==> src/rtl/regfile_sequencer.sv <==
// Serializes a two-read/one-write register-file request onto a single shared RF port.
// Optional macro REGSEQ_ZERO_REG_EN: address 0 reads as zero and writes to it are dropped.
module regfile_sequencer #(
    parameter int DATA_W   = 32,
    parameter int ADDR_W   = 5,
    parameter int NUM_REGS = 16
) (
    input  logic              clk,
    input  logic              reset,
    input  logic              req_valid,
    output logic              req_ready,
    input  logic [ADDR_W-1:0] req_rs,
    input  logic [ADDR_W-1:0] req_rt,
    input  logic [ADDR_W-1:0] req_rd,
    input  logic              req_we,
    input  logic [DATA_W-1:0] req_wdata,
    output logic              rsp_valid,
    input  logic              rsp_ready,
    output logic [DATA_W-1:0] rsp_rs_data,
    output logic [DATA_W-1:0] rsp_rt_data,
    output logic              rsp_err,
    output logic              rf_we,
    output logic [ADDR_W-1:0] rf_addr,
    output logic [DATA_W-1:0] rf_din,
    input  logic [DATA_W-1:0] rf_dout
);

    localparam logic [2:0] IDLE  = 3'd0;
    localparam logic [2:0] RD_RS = 3'd1;
    localparam logic [2:0] RD_RT = 3'd2;
    localparam logic [2:0] WR    = 3'd3;
    localparam logic [2:0] RESP  = 3'd4;

    logic [2:0]        state_reg, state_next;
    logic [ADDR_W-1:0] rs_reg, rt_reg, rd_reg;
    logic              we_reg;
    logic [DATA_W-1:0] wdata_reg;
    logic [DATA_W-1:0] rs_data_reg, rt_data_reg;
    logic              err_reg;
    logic              accept;
    logic              wr_ok;

    function automatic logic in_range(input logic [ADDR_W-1:0] a);
        return 32'(a) < NUM_REGS;
    endfunction

    // Addresses whose read value is forced to zero instead of taken from rf_dout.
    function automatic logic read_as_zero(input logic [ADDR_W-1:0] a);
`ifdef REGSEQ_ZERO_REG_EN
        return !in_range(a) || (a == '0);
`else
        return !in_range(a);
`endif
    endfunction

`ifdef REGSEQ_ZERO_REG_EN
    assign wr_ok = we_reg && in_range(rd_reg) && (rd_reg != '0);
`else
    assign wr_ok = we_reg && in_range(rd_reg);
`endif

    assign req_ready   = (state_reg == IDLE) && !reset;
    assign accept      = req_valid && req_ready;
    assign rsp_valid   = (state_reg == RESP);
    assign rsp_rs_data = rs_data_reg;
    assign rsp_rt_data = rt_data_reg;
    assign rsp_err     = err_reg;

    always_comb begin
        state_next = state_reg;
        rf_addr    = '0;
        rf_din     = '0;
        rf_we      = 1'b0;
        case (state_reg)
            IDLE: begin
                if (accept) state_next = RD_RS;
            end
            RD_RS: begin
                rf_addr    = rs_reg;
                state_next = RD_RT;
            end
            RD_RT: begin
                rf_addr    = rt_reg;
                state_next = WR;
            end
            WR: begin
                // WR always takes one cycle so latency never depends on the request.
                if (wr_ok) begin
                    rf_addr = rd_reg;
                    rf_din  = wdata_reg;
                    rf_we   = !reset;
                end
                state_next = RESP;
            end
            RESP: begin
                if (rsp_ready) state_next = IDLE;
            end
            default: state_next = IDLE;
        endcase
    end

    always_ff @(posedge clk) begin
        if (reset) begin
            state_reg   <= IDLE;
            rs_reg      <= '0;
            rt_reg      <= '0;
            rd_reg      <= '0;
            we_reg      <= 1'b0;
            wdata_reg   <= '0;
            rs_data_reg <= '0;
            rt_data_reg <= '0;
            err_reg     <= 1'b0;
        end else begin
            state_reg <= state_next;
            case (state_reg)
                IDLE: begin
                    if (accept) begin
                        rs_reg      <= req_rs;
                        rt_reg      <= req_rt;
                        rd_reg      <= req_rd;
                        we_reg      <= req_we;
                        wdata_reg   <= req_wdata;
                        rs_data_reg <= '0;
                        rt_data_reg <= '0;
                        err_reg     <= 1'b0;
                    end
                end
                RD_RS: begin
                    rs_data_reg <= read_as_zero(rs_reg) ? '0 : rf_dout;
                    if (!in_range(rs_reg)) err_reg <= 1'b1;
                end
                RD_RT: begin
                    rt_data_reg <= read_as_zero(rt_reg) ? '0 : rf_dout;
                    if (!in_range(rt_reg)) err_reg <= 1'b1;
                end
                WR: begin
                    if (we_reg && !in_range(rd_reg)) err_reg <= 1'b1;
                end
                default: ;
            endcase
        end
    end

endmodule

==> config.mk <==
export PLATFORM = sky130hd
export DESIGN_NAME = regfile_sequencer
export DESIGN_NICKNAME = d
export VERILOG_FILES = /design/src/rtl/regfile_sequencer.sv
export SDC_FILE = /design/constraint.sdc
export NUM_CORES = 1
export LEC_CHECK = 0
export ABC_CLOCK_PERIOD_IN_PS = 2230
export BUFFER_PORTS_ARGS = -buffer_cell sky130_fd_sc_hd__buf_2
export CORE_ASPECT_RATIO = 0.7
export CORE_UTILIZATION = 47
export CTS_CLUSTER_DIAMETER = 60
export CTS_CLUSTER_SIZE = 30
export DETAILED_ROUTE_END_ITERATION = 16
export GPL_ROUTABILITY_DRIVEN = 0
export PLACE_DENSITY = 0.8
export SYNTH_ARGS = -nofsm -noshare
export SYNTH_HDL_FRONTEND = slang
export SYNTH_SLANG_ARGS = --single-unit
==> constraint.sdc <==
create_clock -name clk -period 2.23 [get_ports clk]
set_input_delay 0.1115 -clock clk [delete_from_list [all_inputs] [get_ports clk]]
set_output_delay 0.1115 -clock clk [all_outputs]
set_load 0.05 [all_outputs]
==> impl_results.md, run 1 <==
- Status: finished, final reports clean
- DR iter-0 viols: 360
- CP arrival: 1980 ps
- Cells after synthesis: 436
- Worst Skew: 12.8 ps
- Most frequent cells in the layout: 188 x buf_2, 115 x dfxtp_1, 81 x a22o_1
- Fin nets: 777
- Hold crit path type: input port to register
- Vias: 4477
- Fill count: 599
- Critical path origin: state_reg[1]
- Post-synth net total: 520
- Synth cell types: 29
- Ys Warns: 0
- Hold Path Origin: rsp_ready
- Clock Pin Slew Worst Setup and Hold Paths: 50 ps
- Flop pwr share: 40.8%
- Post-DR vias/cell: 5.43
- Root Driver: clkbuf_16
- Dpl cells: 714
- Leak: 0.00306 µW
- Required @ worst endpoint: 2120 ps
- Yosys reg bits: 116
- # setup viols final: 0
- Core Area: 0.00865 mm²
- Largest net degree at the start of global routing: 50
- Final critical-path required period: 2090 ps
- CTS Sinks: 116
- Max Buffers Root-to-Sink: 2
- Final TNS setup: 0 ps
- Avg Inst Size Synth: 9.83 µm²
- Worst slew margin: 66.8%
- Hold Slack: 24.3 ps
- VDD IR max: 607 µV
- Sequential area share after synthesis: 54.2%
- Antenna Cells: 0
- RSZ-0062 raised after global routing: no
- Clock share of power: 41.8%
- Std-Cell Rows: 28
- Switching part of the total: 28.9%
- Final worst slack: 135 ps
- Share of layout cells above drive strength 1: 33.6%
- Final hold violations: 0
- Port Buffer Count: 188
- First-pass GRT wire length: 20900 µm
- Remaining DRCs: 0
- Crit path max fanout: 37
- Worst-Skew Late Latency: 410 ps
- Pre-CTS WS: 424 ps
- WS Path Type: register to primary output
- Setup crit end kind: primary output
- Pwr per Cell Area: 864 mW/mm²
- Period Utilization, post-route: 93.9%
- Slew at the pin with the worst max-slew slack: 498 ps
- H-tree levels: 4
- Startpoint Class: register
- Routed Antenna Nets: 0
- Num CTS Buffers: 17
- Die Wd: 116 µm
- Die Height: 81.9 µm
- Fin. max-slew vios: 0
- Layout area overhead: 55.0%
- NetSw: 1660 µW
- RR Startpoint: state_reg[1]
- Die area: 0.00952 mm²
- Detailed Place HPWL: 7860 µm
- CTS tree: done
- Peak Freq: 0.477 GHz
- DRT Pass-1 Iters: 5
- Initial Utilization: 49.6%
- Max cap viols: 0
- Vias in the first global route: 4220
- Antenna violations before repair: 0
- Most common cell after layout, fill and taps aside: buf_2
- Mapped Area: 0.00429 mm²
- Grt total ovfl: 0
- GRT Resource Usage Total: 29.0%
- Post-Route WL: 13500 µm
- Comb pwr share: 17.4%
- # IOs: 189
- Mean routed wirelength per cell: 16.4 µm
- Final Non-Filler Cells: 825
- Internal Pwr Total: 4080 µW
-- power groups by stage --
| stage | clock network (µW) | registers [µW] | logic [µW] |
|---|---|---|---|
| 2_1_floorplan | 0 | 2600 | 377 |
| 3_3_place_gp | 0 | 2370 | 859 |
| 3_5_place_dp | 0 | 2370 | 875 |
| 4_1_cts | 2420 | 2340 | 986 |
| 5_1_grt | 2520 | 2360 | 1060 |
| 6_report | 2400 | 2340 | 999 |
-- synth_stat cells --
library cell,count,area share (%)
clkbuf_1,22,1.9
nor3_1,4,0.47
inv_1,1,0.087
nor3b_1,1,0.18
nand3b_1,1,0.18
and3_1,4,0.58
nand2_1,64,5.6
buf_4,1,0.18
xnor2_1,1,0.20
a21oi_1,3,0.35
buf_1,6,0.53
and2_1,32,4.7
buf_2,10,1.2
or2_0,1,0.15
nand2b_1,4,0.58
nor4b_4,1,0.55
nor4b_2,1,0.35
a22o_1,81,17
a32o_1,1,0.23
nor2_1,4,0.35
buf_6,2,0.53
nor3b_2,1,0.29
or2_2,1,0.15
nand3_1,34,4.0
dfxtp_1,116,54
a31oi_1,33,4.8
nor2b_1,1,0.15
nor4_1,1,0.15
a221o_1,4,0.93
-- worst max-delay path, cell delays in order, from the launching register on --
cell,delay (ps)
dfxtp_1,480
nand3b_1,160
nor3b_2,200
buf_6,260
and2_1,180
buf_2,280
-- what timing repair did --
action                                 in CTS  in global routing
pin swaps                                   0                  0
endpoints found under the hold margin     108                  0
buffers inserted                            0                  0
hold buffers                               80                  0
setup endpoints to repair                  11                 15
gates resized for setup                     1                  1
-- logic make-up (layout without fill, tap and decap cells) --
kind of cell              count (synthesis)  in the layout  synth area share [%]
DFF                                     116            116                  54.2
xor gates and xnor gates                  1              1                 0.204
and+or+nand+nor                         155            155                  18.4
buffers and inverters                    42            311                  4.41
AOI/OAI and AO/OA                       122            122                  22.9
-- through the flow --
| stage | utilization [%] | total power [µW] | cell area (µm²) |
|---|---|---|---|
| 2_1_floorplan | - | 2980 | 4290 |
| 3_3_place_gp | 61.4 | 3220 | 5310 |
| 3_5_place_dp | 61.4 | 3250 | 5310 |
| 4_1_cts | 76.7 | 5740 | 6640 |
| 5_1_grt | 76.8 | 5940 | 6650 |
| 6_report | 76.8 | 5740 | 6650 |
-- metal layers --
metal | track usage (%) | vias to the layer above | share of wire, %
li1 | - | 2107 | -
met1 | 34.5 | 2129 | 41
met2 | 48.5 | 201 | 50
met3 | 8.27 | 40 | 6.0
met4 | 13.8 | 0 | 3.0
met5 | 0 | - | 0
-- area by class of cell --
cell class              count  area, µm²  area share [%]
flip-flops and latches    116       2320            35.0
repair buffers            279       1830            27.5
multi-input cells         278       1810            27.2
clock buffers              21        470            7.08
well taps                 120        150            2.26
clock inverters            10       58.8           0.885
inverters                   1       3.75          0.0565
-- final timing paths --
check,depth (start not counted),endpoint,slack (ps)
worst min register to register,1,rsp_rs_data[8],470
worst max-delay path,5,rf_din[23],140
worst max register to register,5,rd_reg[1],520
worst min-delay path,3,state_reg[2],20
(Power assumes the default switching activity.)
==> inputs of run 2 (changes only) <==
Settings changed: CORE_MARGIN from default to 1.5.
==> impl_results.md, run 2 (same netlist as run 1, synthesis figures left out) <==
- Status: finished, final reports clean
- Clock Pin Slew Worst Setup and Hold Paths: 50 ps (about the same)
- Met2 Usage GRT: 51.4% (+2.9 points)
- Remaining DRCs: 0 (unchanged)
- Max Buffers Root-to-Sink: 2 (unchanged)
- Pre-CTS WS: 389 ps (-34.6 ps)
- Antenna Cells: 0 (unchanged)
- Internal Pwr Total: 4790 µW (+17%)
- Final hold violations: 0 (unchanged)
- Met3 global-route usage: 9.12% (+0.86 points)
- Worst-Skew Late Latency: 410 ps (about the same)
- Post-Route WL: 14500 µm (+7.5%)
- DRT Pass-1 Iters: 6 (+1)
- Flop pwr share: 35.9% (-4.9 points)
- CP peak stage delay: 410 ps (-70 ps)
- Layout area overhead: 59.6%
- Worst path bufs/invs: 2 (unchanged)
- Critical-path cell list: nand3b_1 -> nor3b_2 -> buf_6 -> a221o_1 -> clkbuf_4
- Switching part of the total: 26.5% (-2.4 points)
- Share of layout cells above drive strength 1: 33.8% (+0.19 points)
- Final critical-path required period: 2120 ps (+22.2 ps)
- Most common cell after layout, fill and taps aside: buf_2
- Largest net degree at the start of global routing: 50 (unchanged)
- Peak Freq: 0.472 GHz (-1.0%)
- CP arrival: 2010 ps (+30 ps)
- Critical path's slowest cell: dfxtp_1
- Final Non-Filler Cells: 827 (+0.24%)
- Most frequent cells in the layout: 183 x buf_2, 115 x dfxtp_1, 81 x a22o_1, 81 x dlygate4sd3_1, 64 x nand2_1
- Comb pwr share: 15.7% (-1.7 points)
- CTS tree: done
- Hold crit path type: input port to register
- Post-CTS setup buffers: 0 (unchanged)
- WS Path Type: register to primary output
- Core Area: 0.00865 mm² (unchanged)
- RSZ-0062 raised after global routing: yes
- GRT Resource Usage Total: 30.2% (+1.3 points)
- Post-DR vias/cell: 5.59 (+3.1%)
- Most Used Layer, Global Route: met2
- Slew at the pin with the worst max-slew slack: 517 ps (+19.5 ps)
- Pwr per Cell Area: 952 mW/mm² (+10%)
- Total power: 6510 µW (+14%)
- Crit path max fanout: 37 (unchanged)
- Worst slew margin: 65.4% (-1.4 points)
- Detailed Place HPWL: 8150 µm (+3.7%)
- Routed Antenna Nets: 0 (unchanged)
- Fin. max-slew vios: 0 (unchanged)
- Num CTS Buffers: 17 (unchanged)
- Design area: 0.00684 mm² (+3.0%)
- # IOs: 189 (unchanged)
- Max cap viols: 0 (unchanged)
- First-pass GRT wire length: 22800 µm (+9.1%)
- Worst Reg-to-Reg Cells: 4 (-1)
- Setup crit end kind: primary output
- Mean routed wirelength per cell: 17.6 µm (+7.2%)
- Dpl cells: 714 (unchanged)
- CTS Sinks: 116 (unchanged)
- Worst Skew: 9.75 ps (-3.07 ps)
- Met1 usage in global routing: 35.1% (+0.56 points)
- Delay-heaviest family, CP: buffers and inverters
- Clock share of power: 48.4% (+6.6 points)
- Initial Utilization: 49.6% (unchanged)
- Die Height: 82.9 µm (+1.2%)
- Final worst slack: 113 ps (-22.2 ps)
- Fin nets: 778 (+0.13%)
- NetSw: 1730 µW (+4.1%)
- VDD IR max: 700 µV (+15%)
- Hold Path Depth: 3 (unchanged)
- Die area: 0.00971 mm² (+2.1%)
- Critical path depth: 5 (unchanged)
- Required @ worst endpoint: 2120 ps (about the same)
- Std-Cell Rows: 28 (unchanged)
- Antenna violations before repair: 0 (unchanged)
- Vias in the first global route: 4530 (+7.3%)
- Startpoint Class: register
- DR iter-0 viols: 430 (+19%)
- H-tree levels: 4 (unchanged)
- Final TNS setup: 0 ps (unchanged)
- Post-DP Area: 0.00532 mm² (+0.24%)
- Leak: 0.00313 µW (+2.2%)
- Reg2reg setup slack: 480 ps (-40 ps)
- # setup viols final: 0 (unchanged)
- Port Buffer Count: 188 (unchanged)
- Period Utilization, post-route: 94.9% (+1.0 points)
- Die Wd: 117 µm (+0.86%)
- Grt total ovfl: 0 (unchanged)
- Root Driver: clkbuf_16
- Vias: 4625 (+3.3%)
==> run 2: cell count changes in the layout (fill, tap and decap cells not counted), moves of 5 or more <==
cell and change:
bufinv_16 +6, clkinv_2 -6, buf_2 -5, clkbuf_4 +5
==> run 2: power groups by stage <==
| stage | combinational, µW | sequential, µW | clock, µW |
|---|---|---|---|
| after floorplan | 377 | 2600 | 0 |
| after global routing | 1080 | 2360 | 3300 |
| final | 1020 | 2340 | 3150 |
| after detailed placement | 888 | 2370 | 0 |
| after CTS | 1000 | 2330 | 3170 |
| after global placement | 869 | 2360 | 0 |
==> run 2: cell type report <==
cell class	instances	area [µm²]
Tap cell	120	150
Sequential cell	116	2320
Clock buffer	20	467
Timing Repair Buffer	280	1860
Multi-Input combinational cell	278	1810
Clock inverter	12	225
Inverter	1	3.75
Fill cell	554	1810
==> run 2: worst register-to-register path: stages (launching register included) <==
cell,delay (ps)
dfxtp_1,530
nor2_1,210
a31oi_4,210
buf_4,460
a22o_1,280
==> run 2: final timing paths <==
| kind | startpoint | endpoint |
|---|---|---|
| setup / recovery | state_reg[2] | rf_addr[3] |
| hold / removal | req_valid | state_reg[0] |
| setup reg to reg | state_reg[2] | wdata_reg[2] |
| hold reg to reg | wdata_reg[14] | wdata_reg[14] |
==> run 2: metal layers <==
layer	part of all wire (%)	vias to the layer above
met5	0	-
met4	3.2	0
met3	5.9	44
met2	51	221
met1	40	2253
li1	-	2107
==> run 2: repair_timing <==
| item | in CTS | in global routing |
|---|---|---|
| resized for setup | 1 | 6 |
| hold buffers | 81 | 0 |
| setup endpoints to repair | 37 | 37 |
| hold endpoints to repair | 108 | 0 |
| pin swaps | 0 | 0 |
==> run 2: per-stage QoR <==
step           hold WS (ps)  utilization (%)
2_1_floorplan           237                -
3_3_place_gp            320             61.5
3_5_place_dp            323             61.5
4_1_cts                27.1             78.9
5_1_grt                43.8             79.1
6_report               33.2             79.1
